<file path="src/rtl/axi_read_pkg.sv">
// Shared types and helpers for the AXI4 read burst slave.
// Burst/response encodings, FSM states and the per-beat address step.
package axi_read_pkg;

    typedef enum logic [1:0] {
        FIXED = 2'b00,
        INCR  = 2'b01,
        WRAP  = 2'b10,
        RSVD  = 2'b11
    } burst_t;

    typedef enum logic [1:0] {
        IDLE,
        REQ,
        WAIT,
        RESP
    } state_t;

    localparam logic [1:0] OKAY   = 2'b00;
    localparam logic [1:0] SLVERR = 2'b10;

    // Computed at a fixed wide width; callers truncate to their AW (modulo 2^AW).
    localparam int unsigned ADDR_MAX = 64;

    function automatic logic [ADDR_MAX-1:0] next_addr(
        input logic [ADDR_MAX-1:0] addr,
        input logic [2:0]          size,
        input logic [7:0]          len,
        input burst_t              burst
    );
        logic [ADDR_MAX-1:0] incr;
        logic [ADDR_MAX-1:0] mask;
        incr = ADDR_MAX'(1) << size;
        mask = ((ADDR_MAX'(len) + ADDR_MAX'(1)) << size) - ADDR_MAX'(1);
        case (burst)
            INCR:    next_addr = (addr & ~(incr - ADDR_MAX'(1))) + incr;
            WRAP:    next_addr = (addr & ~mask) | ((addr + incr) & mask);
            default: next_addr = addr;
        endcase
    endfunction

endpackage

</file>
<file path="src/rtl/axi_read_burst_slave_fifo.sv">
// Synchronous FIFO for queued read-address requests.
// Full/empty are registered; wr_ready stays low through reset.
module axi_ar_fifo #(
    parameter int unsigned W     = 8,
    parameter int unsigned DEPTH = 4
) (
    input  logic         clk,
    input  logic         rst,
    input  logic [W-1:0] wr_data,
    input  logic         wr_en,
    output logic         wr_ready,
    input  logic         rd_en,
    output logic [W-1:0] rd_data,
    output logic         empty
);

    localparam int unsigned PW = $clog2(DEPTH);

    logic [W-1:0]  mem [DEPTH];
    logic [PW-1:0] wr_ptr, rd_ptr;
    logic [PW:0]   count, count_nxt;
    logic          push, pop;

    assign push    = wr_en && wr_ready;
    assign pop     = rd_en && !empty;
    assign rd_data = mem[rd_ptr];

    always_comb begin
        count_nxt = count;
        if (push && !pop)
            count_nxt = count + (PW+1)'(1);
        else if (pop && !push)
            count_nxt = count - (PW+1)'(1);
    end

    always_ff @(posedge clk or posedge rst) begin
        if (rst) begin
            wr_ptr   <= '0;
            rd_ptr   <= '0;
            count    <= '0;
            empty    <= 1'b1;
            wr_ready <= 1'b0;
        end else begin
            if (push) wr_ptr <= wr_ptr + PW'(1);
            if (pop)  rd_ptr <= rd_ptr + PW'(1);
            count    <= count_nxt;
            empty    <= (count_nxt == '0);
            wr_ready <= (count_nxt != (PW+1)'(DEPTH));
        end
    end

    always_ff @(posedge clk) begin
        if (push) mem[wr_ptr] <= wr_data;
    end

endmodule

</file>
<file path="src/rtl/axi_read_burst_slave.sv">
// AXI4 read slave: queues AR requests, expands bursts into backend beat
// requests and returns in-order R beats.
module axi_read_burst_slave
    import axi_read_pkg::*;
#(
    parameter int unsigned IDW      = 12,
    parameter int unsigned AW       = 32,
    parameter int unsigned DW       = 64,
    parameter int unsigned AR_DEPTH = 4
) (
    input  logic           clk,
    input  logic           rst,
    input  logic [IDW-1:0] s_arid,
    input  logic [AW-1:0]  s_araddr,
    input  logic [7:0]     s_arlen,
    input  logic [2:0]     s_arsize,
    input  logic [1:0]     s_arburst,
    input  logic           s_arvalid,
    output logic           s_arready,
    output logic [IDW-1:0] s_rid,
    output logic [DW-1:0]  s_rdata,
    output logic [1:0]     s_rresp,
    output logic           s_rlast,
    output logic           s_rvalid,
    input  logic           s_rready,
    output logic [AW-1:0]  be_req_addr,
    output logic [2:0]     be_req_size,
    output logic           be_req_valid,
    input  logic           be_req_ready,
    input  logic [DW-1:0]  be_rsp_data,
    input  logic           be_rsp_err,
    input  logic           be_rsp_valid,
    output logic           be_rsp_ready,
    output logic           busy
);

    localparam int unsigned SZ_MAX = $clog2(DW / 8);
    localparam int unsigned QW     = IDW + AW + 8 + 3 + 2;

    logic [QW-1:0]  q_wdata, q_rdata;
    logic           q_empty, q_pop;
    logic [IDW-1:0] h_id;
    logic [AW-1:0]  h_addr;
    logic [7:0]     h_len;
    logic [2:0]     h_size;
    logic [1:0]     h_burst;
    logic           h_err;

    state_t         state, state_nxt;
    logic [IDW-1:0] id_q;
    logic [AW-1:0]  addr_q;
    logic [7:0]     len_q, cnt_q;
    logic [2:0]     size_q;
    burst_t         burst_q;
    logic           err_q;
    logic [DW-1:0]  rdata_q;
    logic [1:0]     rresp_q;
    logic           last;

    assign q_wdata = {s_arid, s_araddr, s_arlen, s_arsize, s_arburst};
    assign {h_id, h_addr, h_len, h_size, h_burst} = q_rdata;

    axi_ar_fifo #(
        .W     (QW),
        .DEPTH (AR_DEPTH)
    ) u_ar_fifo (
        .clk      (clk),
        .rst      (rst),
        .wr_data  (q_wdata),
        .wr_en    (s_arvalid),
        .wr_ready (s_arready),
        .rd_en    (q_pop),
        .rd_data  (q_rdata),
        .empty    (q_empty)
    );

    always_comb begin
        h_err = 1'b0;
        if (h_burst == RSVD)
            h_err = 1'b1;
        if (h_size > 3'(SZ_MAX))
            h_err = 1'b1;
        if (h_burst == WRAP && !(h_len inside {8'd1, 8'd3, 8'd7, 8'd15}))
            h_err = 1'b1;
    end

    assign last        = (cnt_q == len_q);
    assign s_rid       = id_q;
    assign s_rdata     = rdata_q;
    assign s_rresp     = rresp_q;
    assign be_req_addr = addr_q;
    assign be_req_size = size_q;
    assign busy        = !q_empty || (state != IDLE);

    always_comb begin
        state_nxt    = state;
        q_pop        = 1'b0;
        s_rvalid     = 1'b0;
        s_rlast      = 1'b0;
        be_req_valid = 1'b0;
        be_rsp_ready = 1'b0;
        case (state)
            IDLE: if (!q_empty) begin
                q_pop     = 1'b1;
                state_nxt = h_err ? RESP : REQ;
            end
            REQ: begin
                be_req_valid = 1'b1;
                if (be_req_ready) state_nxt = WAIT;
            end
            WAIT: begin
                be_rsp_ready = 1'b1;
                if (be_rsp_valid) state_nxt = RESP;
            end
            RESP: begin
                s_rvalid = 1'b1;
                s_rlast  = last;
                // Error bursts never touch the backend: beats are produced back to back.
                if (s_rready)
                    state_nxt = last ? IDLE : (err_q ? RESP : REQ);
            end
            default: state_nxt = IDLE;
        endcase
    end

    always_ff @(posedge clk or posedge rst) begin
        if (rst) begin
            state   <= IDLE;
            id_q    <= '0;
            addr_q  <= '0;
            len_q   <= '0;
            size_q  <= '0;
            burst_q <= FIXED;
            err_q   <= 1'b0;
            cnt_q   <= '0;
            rdata_q <= '0;
            rresp_q <= OKAY;
        end else begin
            state <= state_nxt;
            case (state)
                IDLE: if (!q_empty) begin
                    id_q    <= h_id;
                    addr_q  <= h_addr;
                    len_q   <= h_len;
                    size_q  <= h_size;
                    burst_q <= burst_t'(h_burst);
                    err_q   <= h_err;
                    cnt_q   <= '0;
                    rdata_q <= '0;
                    rresp_q <= h_err ? SLVERR : OKAY;
                end
                WAIT: if (be_rsp_valid) begin
                    rdata_q <= be_rsp_data;
                    rresp_q <= be_rsp_err ? SLVERR : OKAY;
                end
                RESP: if (s_rready && !last) begin
                    cnt_q  <= cnt_q + 8'd1;
                    addr_q <= AW'(next_addr(ADDR_MAX'(addr_q), size_q, len_q, burst_q));
                end
                default: ;
            endcase
        end
    end

endmodule

</file>
<file path="config.mk">
export PLATFORM = sky130hd
export DESIGN_NAME = axi_read_burst_slave
export DESIGN_NICKNAME = d
export VERILOG_FILES = /design/src/rtl/axi_read_pkg.sv /design/src/rtl/axi_read_burst_slave_fifo.sv /design/src/rtl/axi_read_burst_slave.sv
export SDC_FILE = /design/constraint.sdc
export NUM_CORES = 1
export LEC_CHECK = 0
export CAP_MARGIN = 20
export CORE_UTILIZATION = 50
export CTS_CLUSTER_SIZE = 25
export DETAILED_ROUTE_END_ITERATION = 8
export GPL_TIMING_DRIVEN = 0
export PLACE_DENSITY = 0.82
export SETUP_SLACK_MARGIN = 0.05
export SLEW_MARGIN = 5
export SYNTH_ARGS = -nofsm -noshare
export SYNTH_HDL_FRONTEND = slang
export SYNTH_SLANG_ARGS = --single-unit
</file>
<file path="constraint.sdc">
create_clock -name clk -period 16.6 [get_ports clk]
set_clock_uncertainty 0.1 [all_clocks]
set_input_delay 4.98 -clock clk [delete_from_list [all_inputs] [get_ports clk]]
set_output_delay 4.98 -clock clk [all_outputs]
set_load 0.03 [all_outputs]
</file>
==> key figures <==
Run status
  – Status: completed

Logic synthesis
  – Post-Synth Simple-Gate Area: 11.3%
  – Post-Synthesis Cells: 1419
  – Share of the synthesized area in the top cell type: 38.5%
  – Dominant cells by area after synthesis: edfxtp_1 (38%), dfrtp_1 (20%), mux4_2 (7.2%), nand2_1 (3.3%), a22o_1 (3.2%)
  – Average cell area after synthesis: 12.5 sq um
  – Sequential element share of the synthesized area: 58.4%
  – Async SR Flop Fraction: 38.4%
  – Post-synth EDFFs: 228
  – Post-synthesis compound-gate area fraction: 13.2%
  – Post-Syn Area: 17800 sq um
  – Dominant synthesized flop cell: edfxtp_1
  – Post-synth top cells: edfxtp_1 (228), nand2_1 (157), dfrtp_1 (141), nor2_1 (77), a22o_1 (66)
  – YS warnings: 0
  – #FFs+latches synth: 370
  – Post-synthesis adder-cell area fraction: 1.87%
  – Post-synth top area cell: edfxtp_1
  – Syn Nets: 1573
  – Mux share of post-synthesis cell area: 8.57%
  – Main combinational cell family by area after synthesis: compound AO/OA/AOI/OAI gates
  – Count leader, synth: edfxtp_1
  – XOR/XNOR share of the synthesized area: 3.54%
  – Synth unique cells: 93

Setup path
  – Crit Path Category: flip-flop to output pin
  – Worst path required time: 11520 ps
  – Crit-path most repeated cell: clkbuf_1
  – Worst EP arrival: 3830 ps
  – Critical Path, Cell by Cell: clkbuf_1, nand2_1, inv_1, clkbuf_1, clkbuf_1, clkdlybuf4s50_1
  – Slowest cell on crit path: clkdlybuf4s50_1
  – Worst setup EP type: output pin
  – Startpoint type of the worst setup path: flip-flop
  – Register-to-Register Path Depth: 19
  – Crit path max fanout: 10
  – Crit path largest cell delay: 810 ps

Final layout
  – Design area: 22200 sq um
  – Final layout net count: 1861
  – Final Non-Filler Cells: 2194
  – Ratio of cells with drive above 1 in the final layout: 9.84%
  – Area growth syn-to-layout: 24.9%

Route
  – Pre-antenna DRT Iters: 5
  – Vias per inst: 6.27
  – DR WL/cell: 23.8 um
  – Via Count: 13800
  – Antenna-violating nets left: 0
  – Initial DRC Count: 1467
  – Total wire length: 52300 um
  – Drt drc: 0

Place
  – Placed cell area: 20900 sq um
  – Placed insts: 2120
  – Gpl congestion: 0.973
  – Post-DP HPWL: 35700 um
  – Port bufs: 245

Power
  – Power after layout: 4.67 mW
  – Pleak: 8.29 nW
  – Sequential share of power: 31.1%
  – Clk pwr share: 19.6%
  – Switching part of the total power: 42.4%
  – Sw Pwr: 1.98 mW
  – Pwr dens: 210 nW/um^2
  – Comb power frac: 49.2%
  – Worst vdd ir: 141 uV
  – P_int: 2.69 mW

STA
  – Fin. max-slew vios: 0
  – Tcrit/Tclk final: 53.7%
  – Hold Slack: 388 ps
  – RSZ-0062 raised after global routing: no
  – Max-slew headroom: 24.2%
  – Setup Viol. Count Final: 0
  – Setup TNS: 0 ps
  – Crit path time final: 8910 ps
  – Slew @ Worst Pin: 1130 ps
  – Final Hold Viols: 0
  – Fmax: 112 MHz

Clock tree
  – CTS tree: done
  – Post-CTS Hold Buffers: 0
  – Clock slew at reported path FFs: 60 ps
  – Postcts setup bufs: 0
  – Clock root buffer: clkbuf_16
  – Worst-Skew Late Latency: 560 ps
  – H-tree depth: 2
  – CTS Buf Count: 40
  – Buffer levels on the longest clock path: 3
  – Clk sinks: 370
  – Post-CTS sizing: 0

Global route
  – GRT Residual Overflow: 0
  – Initial antenna violation count: 2
  – Vias in the first global route: 13300
  – GRT Overall Usage: 28.4%
  – Global-route wire length before repair: 78400 um
  – Pin count of the biggest net entering global routing: 97

Floorplanning
  – Initial Utilization: 51.1%
  – IO Count: 247
  – Die height: 191 um
  – Die X: 191 um
  – Die Area: 36400 sq um
  – Rows: 68
  – Core ar.: 34800 sq um

Job
  – Max-Cap Viols: 0

Hold path
  – Hold path cells: 1
  – Min-delay worst type: flip-flop to flip-flop
## metrics by stage
step / worst slack [ps] / utilization [%]
after floorplan: 7710 / -
after global placement: 5490 / 59.8
after detailed placement: 8410 / 60.0
after CTS: 7830 / 63.9
after global routing: 7650 / 63.9
final: 7690 / 63.9
## worst max-delay path, delay by kind of cell (launching register included)
kind | cells | cell delay [ps]
buffers and inverters | 5 | 2640
DFF | 1 | 320
and+or+nand+nor | 1 | 320
## power by group through the flow
stage / Combinational (mW) / Sequential (mW) / Clock (mW)
3_5_place_dp: 2.24 / 1.46 / 0
3_3_place_gp: 2.20 / 1.45 / 0
6_report: 2.30 / 1.45 / 0.915
4_1_cts: 2.27 / 1.45 / 0.928
5_1_grt: 2.43 / 1.47 / 0.962
2_1_floorplan: 1.22 / 1.67 / 0
## final cells by class
type / instances / area, sq um
diodes: 2 / 5.00
repair buffers: 246 / 2480
plain buffers: 90 / 394
fillers: 2483 / 12600
well taps: 455 / 569
flip-flops and latches: 370 / 10400
multi-input cells: 923 / 6890
clock buffers: 53 / 1080
clock inverters: 19 / 282
inverters: 36 / 140
## flip-flops by register name, indices dropped and copies added, names as in the netlist, named ones only
name                cells
u_ar_fifo.count         3
u_ar_fifo.mem         228
u_ar_fifo.wr_ready      1
state                   2
err_q                   1
s_rresp                 1
s_rdata                64
u_ar_fifo.wr_ptr        2
cnt_q                   8
len_q                   8
u_ar_fifo.rd_ptr        2
u_ar_fifo.empty         1
be_req_size             3
s_rid                  12
burst_q                 2
## metal layers
layer | global-route usage, % | share of wire [%] | up-vias
met5 | 0 | 0 | -
met4 | 10.6 | 3.4 | 0
met3 | 4.36 | 8.0 | 134
met2 | 46.0 | 49 | 740
met1 | 38.8 | 40 | 6898
li1 | - | - | 5993
## path summary, 6_finish.rpt
path,start,slack [ps],end
max in group asynchronous,rst,10770,u_ar_fifo.empty$_DFF_PP1_
worst max-delay path,state[0]$_DFFE_PP0P_,7690,s_rvalid
worst min-delay path,u_ar_fifo.count[2]$_DFF_PP0_,390,u_ar_fifo.count[2]$_DFF_PP0_
worst max register to register,be_req_size[1]$_DFFE_PP0P_,11370,flip-flop
min in group asynchronous,rst,4750,s_rdata[52]$_DFFE_PP0P_
worst min register to register,u_ar_fifo.count[2]$_DFF_PP0_,390,u_ar_fifo.count[2]$_DFF_PP0_
## layout by cell type (no fill, tap or decap), types with 9 or more instances in the layout
cell type,n
buf_2,10
clkbuf_16,40
nand3_1,30
a211oi_1,9
ha_1,25
a31oi_1,12
o21a_1,12
buf_1,15
mux4_2,57
dfrtp_1,141
a21oi_1,58
xor2_1,33
clkbuf_1,64
nand4_1,24
o21ai_0,63
and2_1,9
mux2i_1,14
xnor2_1,39
nor2b_1,11
or3_1,9
a22o_1,66
inv_1,34
edfxtp_1,228
nand2_1,157
nor2_1,77
o31ai_1,12
and3_1,20
nor3_1,27
clkdlybuf4s50_1,245
## cells by family (layout without fill, tap and decap cells)
kind of cell / after synthesis / count (layout)
DFF: 370 / 370
muxes: 80 / 80
AOI/OAI and AO/OA: 331 / 331
buffers and inverters: 126 / 444
adders and majority gates: 26 / 26
other: 1 / 3
and+or+nand+nor: 413 / 413
xor gates and xnor gates: 72 / 72
No activity file was read; power rests on OpenSTA's default activity.
